$ cat config.mk
export PLATFORM = sky130hd
export DESIGN_NAME = mlp_param_loader_flat
export DESIGN_NICKNAME = d
export VERILOG_FILES = /design/src/rtl/mlp_param_loader_if.sv /design/src/rtl/mlp_param_loader.sv /design/src/flat_wrapper.sv
export SDC_FILE = /design/constraint.sdc
export NUM_CORES = 1
export LEC_CHECK = 0
export ABC_AREA = 1
export BUFFER_PORTS_ARGS = -buffer_cell sky130_fd_sc_hd__clkbuf_2
export CAP_MARGIN = 40
export CORE_MARGIN = 3
export CORE_UTILIZATION = 45
export CTS_CLUSTER_SIZE = 25
export DETAILED_ROUTE_END_ITERATION = 10
export PLACE_DENSITY = 0.68
export SKIP_LAST_GASP = 1
export SLEW_MARGIN = 10
export SYNTH_ARGS = -nofsm -noshare
export SYNTH_HDL_FRONTEND = slang
export SYNTH_SLANG_ARGS = --single-unit
$ cat constraint.sdc
create_clock -name clk -period 5.1 [get_ports clk]
set_input_delay 0.765 -clock clk [delete_from_list [all_inputs] [get_ports clk]]
set_output_delay 0.765 -clock clk [all_outputs]
set_load 0.005 [all_outputs]
$ cat src/rtl/mlp_param_loader_if.sv
// Serial parameter stream handshake for mlp_param_loader.
// The master drives valid and data. The slave drives ready.
interface mlp_param_loader_if #(
  parameter int W = 8
);
  logic                in_valid;
  logic                in_ready;
  logic signed [W-1:0] in_data;

  modport master (
    output in_valid,
    output in_data,
    input  in_ready
  );

  modport slave (
    input  in_valid,
    input  in_data,
    output in_ready
  );
endinterface

$ cat src/rtl/mlp_param_loader.sv
// Unpacks a serial word stream into the MLP x/w/b arrays, then pulses start flags.
// MLP_LOADER_CHECKSUM_EN adds a trailing modulo-sum check word before the pulse.
module mlp_param_loader #(
  parameter int M  = 3,
  parameter int N  = 3,
  parameter int QM = 3,
  parameter int QN = 5
) (
  input  logic clk,
  input  logic nrst,
  input  logic start,
  mlp_param_loader_if.slave stream,
  output logic signed [N-1:0][QM+QN-1:0] x,
  output logic signed [M-2:0][N-1:0][N-1:0][QM+QN-1:0] w,
  output logic signed [M-2:0][N-1:0][QM+QN-1:0] b,
  output logic init,
  output logic initial_flag,
  output logic weight_flag,
  output logic busy,
  output logic err
);

  localparam int W  = QM + QN;
  localparam int JW = (N > 1) ? $clog2(N) : 1;
  localparam int LW = (M > 2) ? $clog2(M - 1) : 1;
  localparam int SW = $clog2(N + 1);

`ifdef MLP_LOADER_CHECKSUM_EN
  typedef enum logic [1:0] {
    IDLE,
    LOAD,
    CHECK,
    FIRE
  } state_t;
`else
  typedef enum logic [1:0] {
    IDLE,
    LOAD,
    FIRE
  } state_t;
`endif

  state_t              state;
  logic                layer_ph;
  logic [LW-1:0]       l;
  logic [JW-1:0]       j;
  logic [SW-1:0]       s;
  logic                rdy;
  logic                acc;
  logic                j_last;
  logic                s_last;
  logic                l_last;
  logic [JW-1:0]       wi;
  logic signed [W-1:0] d;

  assign d      = stream.in_data;
  assign acc    = stream.in_valid && rdy;
  assign stream.in_ready = rdy;
  assign j_last = (j == JW'(N - 1));
  assign s_last = (s == SW'(N));
  assign l_last = (l == LW'(M - 2));
  // slot 0 is the bias, slots 1..N map to weights 0..N-1
  assign wi     = JW'(s - SW'(1));

`ifdef MLP_LOADER_CHECKSUM_EN
  logic [W-1:0] sum;
`else
  assign err = 1'b0;
`endif

  always_ff @(posedge clk or negedge nrst) begin
    if (!nrst) begin
      state        <= IDLE;
      layer_ph     <= 1'b0;
      l            <= '0;
      j            <= '0;
      s            <= '0;
      rdy          <= 1'b0;
      busy         <= 1'b0;
      init         <= 1'b0;
      initial_flag <= 1'b0;
      weight_flag  <= 1'b0;
      x            <= '0;
      w            <= '0;
      b            <= '0;
`ifdef MLP_LOADER_CHECKSUM_EN
      err          <= 1'b0;
      sum          <= '0;
`endif
    end else begin
      unique case (state)
        IDLE: begin
          if (start) begin
            state    <= LOAD;
            rdy      <= 1'b1;
            busy     <= 1'b1;
            layer_ph <= 1'b0;
            l        <= '0;
            j        <= '0;
            s        <= '0;
`ifdef MLP_LOADER_CHECKSUM_EN
            err      <= 1'b0;
            sum      <= '0;
`endif
          end
        end
        LOAD: begin
          if (acc) begin
`ifdef MLP_LOADER_CHECKSUM_EN
            sum <= sum + W'(d);
`endif
            if (!layer_ph) begin
              x[j] <= d;
              if (j_last) begin
                j        <= '0;
                layer_ph <= 1'b1;
              end else begin
                j <= j + JW'(1);
              end
            end else begin
              if (s == '0) begin
                b[l][j] <= d;
              end else begin
                w[l][j][wi] <= d;
              end
              if (s_last) begin
                s <= '0;
                if (j_last) begin
                  j <= '0;
                  l <= l_last ? '0 : l + LW'(1);
                end else begin
                  j <= j + JW'(1);
                end
              end else begin
                s <= s + SW'(1);
              end
              if (s_last && j_last && l_last) begin
`ifdef MLP_LOADER_CHECKSUM_EN
                state <= CHECK;
`else
                state        <= FIRE;
                rdy          <= 1'b0;
                busy         <= 1'b0;
                init         <= 1'b1;
                initial_flag <= 1'b1;
                weight_flag  <= 1'b1;
`endif
              end
            end
          end
        end
`ifdef MLP_LOADER_CHECKSUM_EN
        CHECK: begin
          if (acc) begin
            rdy  <= 1'b0;
            busy <= 1'b0;
            if (W'(d) == sum) begin
              state        <= FIRE;
              init         <= 1'b1;
              initial_flag <= 1'b1;
              weight_flag  <= 1'b1;
            end else begin
              state <= IDLE;
              err   <= 1'b1;
            end
          end
        end
`endif
        FIRE: begin
          state        <= IDLE;
          init         <= 1'b0;
          initial_flag <= 1'b0;
          weight_flag  <= 1'b0;
        end
        default: begin
          state <= IDLE;
        end
      endcase
    end
  end

endmodule

$ cat src/flat_wrapper.sv
// flat-port wrapper written by rule: the top's interface ports become plain ports
module mlp_param_loader_flat 
#(
  parameter int M  = 3,
  parameter int N  = 3,
  parameter int QM = 3,
  parameter int QN = 5
)
  (clk, nrst, start, x, w, b, init, initial_flag, weight_flag, busy, err, stream_in_valid, stream_in_data, stream_in_ready);
  mlp_param_loader_if #(.W((QM + QN))) stream_i ();
  input  logic clk;
  input  logic nrst;
  input  logic start;
  output logic signed [N-1:0][QM+QN-1:0] x;
  output logic signed [M-2:0][N-1:0][N-1:0][QM+QN-1:0] w;
  output logic signed [M-2:0][N-1:0][QM+QN-1:0] b;
  output logic init;
  output logic initial_flag;
  output logic weight_flag;
  output logic busy;
  output logic err;
  input wire logic [$bits(stream_i.in_valid)-1:0] stream_in_valid;
  input wire logic [$bits(stream_i.in_data)-1:0] stream_in_data;
  output wire logic [$bits(stream_i.in_ready)-1:0] stream_in_ready;
  assign stream_i.in_valid = stream_in_valid;
  assign stream_i.in_data = stream_in_data;
  assign stream_in_ready = stream_i.in_ready;
  mlp_param_loader #(.M(M), .N(N), .QM(QM), .QN(QN)) u_core (.clk(clk), .nrst(nrst), .start(start), .stream(stream_i), .x(x), .w(w), .b(b), .init(init), .initial_flag(initial_flag), .weight_flag(weight_flag), .busy(busy), .err(err));
endmodule
==> results by group <==
Status
  – Outcome: complete, no violations

Logic synthesis
  – Sequential-to-total area share from yosys stat: 0.610
  – Most area-consuming cells after synthesis: dfrtp_1 (61%), nand2_1 (18%), nand3_1 (11%), nor3_2 (1.9%), o21ai_0 (1.5%)
  – Top cell type's share of synthesized area: 0.610
  – Mapped Area: 9270 um2
  – Most numerous cell in the Yosys netlist: nand2_1
  – Synth Area per Inst: 8.90 um2
  – Synthesized instance count: 1042
  – EDFF count, synth: 0
  – Synth cell count leaders: nand2_1 (454), dfrtp_1 (226), nand3_1 (199)
  – Synthesized Nets: 1059
  – Cell taking the most area after synthesis: dfrtp_1
  – Top FF cell, synth: dfrtp_1
  – FFs w/ async S/R, synth: 1.00
  – Seq cells post-synth: 226
  – Synth Warn #: 0
  – Synth unique cells: 19

STA
  – Final hold vios: 0
  – Clk_skew: 0.00792 ns
  – Period utilization: 0.517
  – Hold slack: 0.260 ns
  – Minimum clock period: 2.63 ns
  – Setup TNS: 0 ns
  – Final worst setup slack: 2.47 ns
  – Final setup vio count: 0
  – Maximum clock rate: 0.380 GHz
  – Worst-margin pin slew: 0.909 ns
  – Slew headroom: 0.394
  – Final Max Tran Viols: 0
  – RSZ-0062 raised after global routing: no

Final layout
  – Layout cells sized above 1: 0.244
  – ANT cells: 0
  – Layout fillers: 1801
  – Area grow syn2layout: 22.4%
  – Design Area, Final: 11400 um2
  – Nets@finish: 1264
  – Final std cells w/o fill: 1530

CTS
  – Cts bufs inserted: 24
  – Deepest clock path buffer count: 3
  – Postcts setup bufs: 0
  – H-tree depth: 1
  – Clock sink count: 226
  – Post-CTS Resized: 0
  – Latest clock arrival within the worst-skew pair: 0.51 ns
  – CTS tree: yes
  – Clk root buf: clkbuf_16
  – Cts hold-fix bufs: 0
  – Worst-path clk slew: 0.06 ns

Routing
  – DRC Markers: 0
  – DRT Pass-1 Iters: 5
  – Wire per inst: 17.5 um
  – Drt first-iter violations: 500
  – Routed Antenna Nets: 0
  – Post-Route WL: 26800 um
  – Vias after detailed routing: 7865
  – Via-per-instance ratio: 5.14

Worst setup path
  – CP Data Required Time: 5.49 ns
  – Worst setup EP type: flip-flop
  – CP Launch Type: flip-flop
  – Worst Path Arrival: 3.02 ns
  – Setup Crit Path Kind: flip-flop to flip-flop
  – Worst-path maximum fanout: 16

Flow run
  – Max Cap Viol: 0

Floorplanning
  – Row count: 51
  – Die height: 150 um
  – I/O Pins: 234
  – Initial Util: 0.467
  – Die X: 150 um
  – Die area: 22400 um2
  – Core Area: 19800 um2

Power and ir drop
  – Clock network power share: 0.349
  – Switching Share: 0.315
  – Gate power share: 0.195
  – Flop pwr share: 0.456
  – Peak supply drop: 249 uV
  – Sw power: 1.55 mW
  – PwrDens: 434 nW/um2
  – Leak: 6.57 nW
  – Cell internal pwr: 3.37 mW

GRT
  – Largest net degree at the start of global routing: 163
  – First-pass GRT wire length: 42000 um
  – Antenna violations before repair: 0
  – Number of global-route vias before repair: 7509
  – Grt ovf: 0
  – GRT Util Overall: 0.237

Min path
  – HP Class: input port to async pin

Placement
  – DP Worst Slack: 2.43 ns
  – Number of port buffers: 232
  – HPWL Detailed: 16500 um
  – Routability cong.: 0.803
  – Placed Cells: 1486
  – DP Area: 10600 um2
-- state kept, by name (all words and copies together), names as in the netlist --
register	flops
u_core.l	1
u_core.layer_ph	1
u_core.busy	1
u_core.state	2
u_core.j	2
u_core.w	144
u_core.s	2
u_core.weight_flag	1
u_core.x	24
u_core.b	48
-- power groups by stage --
stage	logic, mW	clock network [mW]	registers, mW
floorplan	0.541	0	2.23
global placement	0.954	0	2.27
detailed placement	0.975	0	2.26
CTS	0.976	1.76	2.24
global route	1.09	1.83	2.28
finish	0.961	1.72	2.24
-- critical path: stages, from the launching register on --
cell and delay, ns:
dfrtp_1 0.84, inv_1 0.54, nor3_2 0.63, nand2_1 0.31, nand2_1 0.13, nand2_1 0.07
-- layout by cell type, fill, tap and decap left out, types with 4 or more instances in the layout --
master	Yosys	layout
nand2_1	454	454
clkbuf_2	0	231
dfrtp_1	226	226
nand3_1	199	199
o21ai_0	27	27
clkbuf_16	0	25
inv_1	19	19
nor3_2	18	18
nor2_1	16	16
nand2_2	12	12
clkbuf_8	0	8
clkinv_2	0	6
ha_1	5	5
clkbuf_1	30	4
-- cells by family after synthesis --
family | count (synthesis) | share of synthesized area
buffers and inverters | 78 | 0.0378
and+or+nand+nor | 704 | 0.330
adders and majority gates | 5 | 0.00675
DFF | 226 | 0.610
other | 1 | 0.000404
AOI/OAI and AO/OA | 28 | 0.0154
-- routing by layer --
layer | GRT usage | vias to the layer above | part of all wire
li1 | - | 3766 | -
met1 | 0.354 | 3762 | 0.45
met2 | 0.362 | 291 | 0.45
met3 | 0.0379 | 46 | 0.075
met4 | 0.0668 | 0 | 0.024
met5 | 0 | - | 0
-- worst paths after layout --
kind                               from             to  slack (ns)  depth (start not counted)
hold / removal                     nrst   u_core.w[41]        0.26                          1
hold reg to reg            u_core.b[10]   u_core.b[10]        0.47                          2
max in group asynchronous          nrst  u_core.w[131]        3.71                          2
setup / recovery               u_core.l   u_core.w[85]        2.47                          5
min in group clk           u_core.b[10]   u_core.b[10]        0.47                          2
setup reg to reg               u_core.l   u_core.w[85]        2.47                          5
-- cell type report --
class	instances	area, um2	share of cell area
Clock inverter	7	41.3	0.00364
Timing Repair Buffer	235	1220	0.107
Sequential cell	226	5660	0.498
Tap cell	265	332	0.0292
Clock buffer	37	751	0.0661
Inverter	22	82.6	0.00728
Multi-Input combinational cell	738	3270	0.288
-- per-stage QoR --
| step | total power, mW | util |
|---|---|---|
| floorplan | 2.77 | - |
| global placement | 3.22 | 0.532 |
| detailed placement | 3.24 | 0.532 |
| CTS | 4.97 | 0.572 |
| global route | 5.20 | 0.572 |
| finish | 4.92 | 0.572 |
Note: power is estimated with default switching activity, not from simulation.
